===== config.mk =====
export PLATFORM = sky130hd
export DESIGN_NAME = gpio_bus_arbiter
export DESIGN_NICKNAME = d
export VERILOG_FILES = /design/src/rtl/gpio_bus_pkg.sv /design/src/rtl/rr_arb2.sv /design/src/rtl/gpio_bus_arbiter.sv
export SDC_FILE = /design/constraint.sdc
export NUM_CORES = 1
export LEC_CHECK = 0
export ABC_CLOCK_PERIOD_IN_PS = 2300
export CORE_MARGIN = 3
export CORE_UTILIZATION = 42
export DETAILED_ROUTE_END_ITERATION = 12
export DONT_BUFFER_PORTS = 1
export PLACE_DENSITY = 0.53
export REMOVE_ABC_BUFFERS = 1
export SLEW_MARGIN = 20
export SYNTH_ARGS = -nofsm -noshare
export SYNTH_HDL_FRONTEND = slang
export SYNTH_HIERARCHICAL = 1
export SYNTH_SLANG_ARGS = --single-unit
export TNS_END_PERCENT = 50

===== constraint.sdc =====
create_clock -name clk -period 2.3 [get_ports clk]
set_input_delay 0.345 -clock clk [delete_from_list [all_inputs] [get_ports clk]]
set_output_delay 0.345 -clock clk [all_outputs]
set_load 0.05 [all_outputs]

===== src/rtl/gpio_bus_pkg.sv =====
// Shared types and constants for the GPIO peripheral bus arbiter.
// Register offsets mirror the multi_gpio slave map.
package gpio_bus_pkg;

    typedef enum logic [1:0] {
        IDLE    = 2'd0,
        ISSUE   = 2'd1,
        CAPTURE = 2'd2,
        DONE    = 2'd3
    } arb_state_t;

    localparam logic [31:0] GPIO_DATA_OFS = 32'h0;
    localparam logic [31:0] GPIO_DIR_OFS  = 32'h4;
    localparam logic [31:0] GPIO_READ_OFS = 32'h8;

    localparam int DEF_ADDR_W = 32;
    localparam int DEF_DATA_W = 32;

endpackage


===== src/rtl/rr_arb2.sv =====
// Two-input grant decision with a last-winner pointer; round-robin or
// fixed master-0 priority on ties.
module rr_arb2 #(
    parameter int FIXED_PRIO = 0
) (
    input  logic       clk,
    input  logic       rst_n,
    input  logic [1:0] req,
    input  logic       update,
    output logic       winner,
    output logic       any_req
);

    logic last;

    assign any_req = |req;

    always_comb begin
        winner = 1'b0;
        case (req)
            2'b01:   winner = 1'b0;
            2'b10:   winner = 1'b1;
            2'b11:   winner = (FIXED_PRIO != 0) ? 1'b0 : ~last;
            default: winner = 1'b0;
        endcase
    end

    // Resetting to 1 lets master 0 take the first tie.
    always_ff @(posedge clk or negedge rst_n) begin
        if (!rst_n) begin
            last <= 1'b1;
        end else if (update && any_req) begin
            last <= winner;
        end
    end

endmodule


===== src/rtl/gpio_bus_arbiter.sv =====
// Two-master arbiter and sequencer for the single-slave GPIO bus: one
// bus_valid strobe per grant, read data captured and returned with done.
module gpio_bus_arbiter
    import gpio_bus_pkg::*;
#(
    parameter int FIXED_PRIO = 0,
    parameter int ADDR_W     = DEF_ADDR_W,
    parameter int DATA_W     = DEF_DATA_W
) (
    input  logic              clk,
    input  logic              rst_n,
    input  logic              m0_req,
    input  logic              m0_we,
    input  logic [ADDR_W-1:0] m0_addr,
    input  logic [DATA_W-1:0] m0_wdata,
    output logic [DATA_W-1:0] m0_rdata,
    output logic              m0_done,
    input  logic              m1_req,
    input  logic              m1_we,
    input  logic [ADDR_W-1:0] m1_addr,
    input  logic [DATA_W-1:0] m1_wdata,
    output logic [DATA_W-1:0] m1_rdata,
    output logic              m1_done,
    output logic              bus_valid,
    output logic              bus_we,
    output logic [ADDR_W-1:0] bus_addr,
    output logic [DATA_W-1:0] bus_wdata,
    input  logic [DATA_W-1:0] bus_rdata
);

    arb_state_t state;
    logic       owner;
    logic       win;
    logic       any_req;

    rr_arb2 #(
        .FIXED_PRIO (FIXED_PRIO)
    ) u_arb (
        .clk     (clk),
        .rst_n   (rst_n),
        .req     ({m1_req, m0_req}),
        .update  (state == IDLE),
        .winner  (win),
        .any_req (any_req)
    );

    always_ff @(posedge clk or negedge rst_n) begin
        if (!rst_n) begin
            state     <= IDLE;
            owner     <= 1'b0;
            bus_valid <= 1'b0;
            bus_we    <= 1'b0;
            bus_addr  <= '0;
            bus_wdata <= '0;
            m0_rdata  <= '0;
            m1_rdata  <= '0;
            m0_done   <= 1'b0;
            m1_done   <= 1'b0;
        end else begin
            case (state)
                IDLE: begin
                    if (any_req) begin
                        owner     <= win;
                        bus_we    <= win ? m1_we    : m0_we;
                        bus_addr  <= win ? m1_addr  : m0_addr;
                        bus_wdata <= win ? m1_wdata : m0_wdata;
                        bus_valid <= 1'b1;
                        state     <= ISSUE;
                    end
                end
                ISSUE: begin
                    bus_valid <= 1'b0;
                    state     <= CAPTURE;
                end
                // Slave read data is valid now, one cycle after the strobe.
                CAPTURE: begin
                    if (!bus_we) begin
                        if (owner) m1_rdata <= bus_rdata;
                        else       m0_rdata <= bus_rdata;
                    end
                    m0_done <= ~owner;
                    m1_done <= owner;
                    state   <= DONE;
                end
                DONE: begin
                    m0_done <= 1'b0;
                    m1_done <= 1'b0;
                    state   <= IDLE;
                end
                default: state <= IDLE;
            endcase
        end
    end

endmodule

==> flow_summary.ini <==
[outcome]
status = finished with violations
violations = hold timing

[global_routing]
grt_max_degree = 137
top_usage_layer = met2
grt_use_total_pct = 18.1
grt_first_pass_wirelength_mm = 20.8
grt_pass1_vias = 3822
antenna_found_initial = 0
met2_usage_pct = 28.2
met3_usage_pct = 10.1
grt_overflow_total = 0
grtUsageMet1_pct = 20.3

[critical_path]
required_ns = 2.59
path_class = register to register
max_stage_delay_ns = 0.41
crit_chain = inv_1 > ha_1 > nor3b_4 > buf_12 > mux2_2
crit_path_top_delay_cell = dfrtp_1
rr_startpoint = state[0]
path_buf_inv = 2
path_delay_family = flip-flops
path_max_fanout = 32
regToRegSetupSlack_ns = 0.47
cp-start-kind = register
r2r_cells = 5
endpoint_kind = register
cp_data_arrival_time_ns = 2.12
r2r-end = m0_rdata[7]

[place]
dp_hpwl_mm = 10.3
gp_congestion = 0.802
portBuffers = 0
placed_cell_area_um2 = 6010

[clocking]
postCtsHoldBufs = 1
post_cts_buffers = 0
cts_max_path_buffers = 2
root_buffer = clkbuf_16
cts_tree = built
clock_latency_ns = 0.40
cts_resized = 0
htree_levels = 4
cts.sinks = 136
cts_buffers = 17
path_clk_slew_ns = 0.06

[synth]
seq_area_frac_synth_pct = 58.2
synth_area_um2 = 5850
syn_area_per_cell_um2 = 12.8
yosysTopAreaCell = dfrtp_1
synthTopCellsByArea = dfrtp_1 (58%), mux2_2 (12%), mux2i_1 (12%)
synth-main-ff-cell = dfrtp_1
yosysMostFrequentCell = dfrtp_1
synth_warnings = 6
synth_enable_flop_cells = 0
synth_cell_types = 22
netlist_top_cells_count = dfrtp_1 (135), a21oi_1 (132), mux2i_1 (69)
ys_seq_elements = 136
postSynthCellCount = 458
async_reset_ff_share_pct = 100
synth_top_cell_area_share_pct = 57.7

[floorplanning]
die_h_um = 124
die_area_um2 = 15400
num_rows = 42
coreArea_um2 = 13500
die_w_um = 124
io-pin-count = 298
initial_core_util_pct = 43.5

[route]
drtIter0Drc = 176
wl_mm = 14.8
viasPerCell = 5.63
wl_per_cell_um = 23.1
vias = 3612
drc = 0
dr.pass1.iters = 6
ant_nets = 0

[finish]
syn_to_final_growth_pct = 13.3
final_area_um2 = 6630
drive_gt1_share_pct = 23.8
diodes = 0
fillCellCount = 1205
fin_nets = 625

[sta]
worst_slew_pin_slew_ns = 0.563
hold_viol_final = 136
relSlewSlack_pct = 62.4
rsz0062_at_grt = no
period_minus_slack_ns = 1.83
fin_crit_sh_pct = 79.6
hold_ws_ns = -0.368
timing.fmax_mhz = 546
finalSetupViolations = 0
drv_slew = 0
clock_skew_ns = 0.00415

[flow_run]
drv_cap = 0

[min_path]
hold_class = primary input to async pin
[cell type report]
class                   count  area (µm²)  area share [%]
clock buffers              20         457            6.89
clock inverters            12         150            2.27
inverters                   3        11.3           0.170
multi-input cells         284        2260            34.1
flip-flops and latches    136        3400            51.4
well taps                 176         220            3.32
repair buffers             11         123            1.85
[cell families (layout without fill, tap and decap cells)]
logic type | after synthesis | in the layout | synth area share, %
compound gates | 134 | 134 | 11.5
flops | 136 | 136 | 58.2
simple gates | 9 | 9 | 1.11
buf+inv | 38 | 46 | 3.42
fa+ha+maj | 6 | 6 | 1.28
mux | 135 | 135 | 24.5
[per-stage QoR]
| stage | TNS (ns) | utilization (%) | instances | hold WS [ns] | setup WS [ns] |
|---|---|---|---|---|---|
| detailed placement | 0 | 44.7 | 609 | 0.0526 | 0.467 |
| CTS | 0 | 49.3 | 642 | -0.391 | 0.455 |
| global placement | 0 | 44.7 | 609 | 0.0531 | 0.525 |
| floorplan | -373.40 | - | 423 | 0.0494 | -5.76 |
| global route | 0 | 49.3 | 642 | -0.399 | 0.357 |
| finish | 0 | 49.3 | 642 | -0.368 | 0.469 |
[how the worst max path moves through the flow]
| stage | endpoint | startpoint | depth (start not counted) |
|---|---|---|---|
| final | m0_rdata[7] | state[0] | 5 |
| after detailed placement | m0_rdata[7] | state[0] | 5 |
| after floorplan | owner | u_arb/last | 2 |
| after global placement | m0_rdata[6] | state[0] | 5 |
| after global routing | m0_rdata[7] | state[0] | 5 |
| after CTS | m0_rdata[7] | state[0] | 5 |
[routing by layer]
layer	share of wire [%]	vias up	wire length, µm
li1	-	1641	-
met1	36	1757	5390
met2	48	188	7070
met3	14	26	2030
met4	2.4	0	349
met5	0	-	0
[registers in the layout (all words and copies together) (netlist names)]
register,flops
u_arb/last,1
state,2
m0_done,1
m1_done,1
m0_rdata,32
bus_we,1
owner,1
m1_rdata,32
bus_wdata,32
bus_valid,1
bus_addr,32
[worst register-to-register path, stage by stage (launching register included)]
cell     delay [ns]
dfrtp_1        0.41
inv_1          0.13
ha_1           0.29
nor3b_4        0.27
buf_12         0.23
mux2_2         0.39
[cell usage in the layout, fill, tap and decap left out, drive strengths merged, types with 6 or more instances in the layout]
| cell | netlist | final |
|---|---|---|
| dfrtp | 135 | 135 |
| a21oi | 132 | 132 |
| mux2i | 69 | 69 |
| mux2 | 66 | 66 |
| clkbuf | 12 | 20 |
| buf | 23 | 10 |
| ha | 6 | 6 |
| clkinv | 0 | 6 |
Power is not shown: default switching activity piles up to over one toggle a cycle in this logic, so the estimate is an artifact.
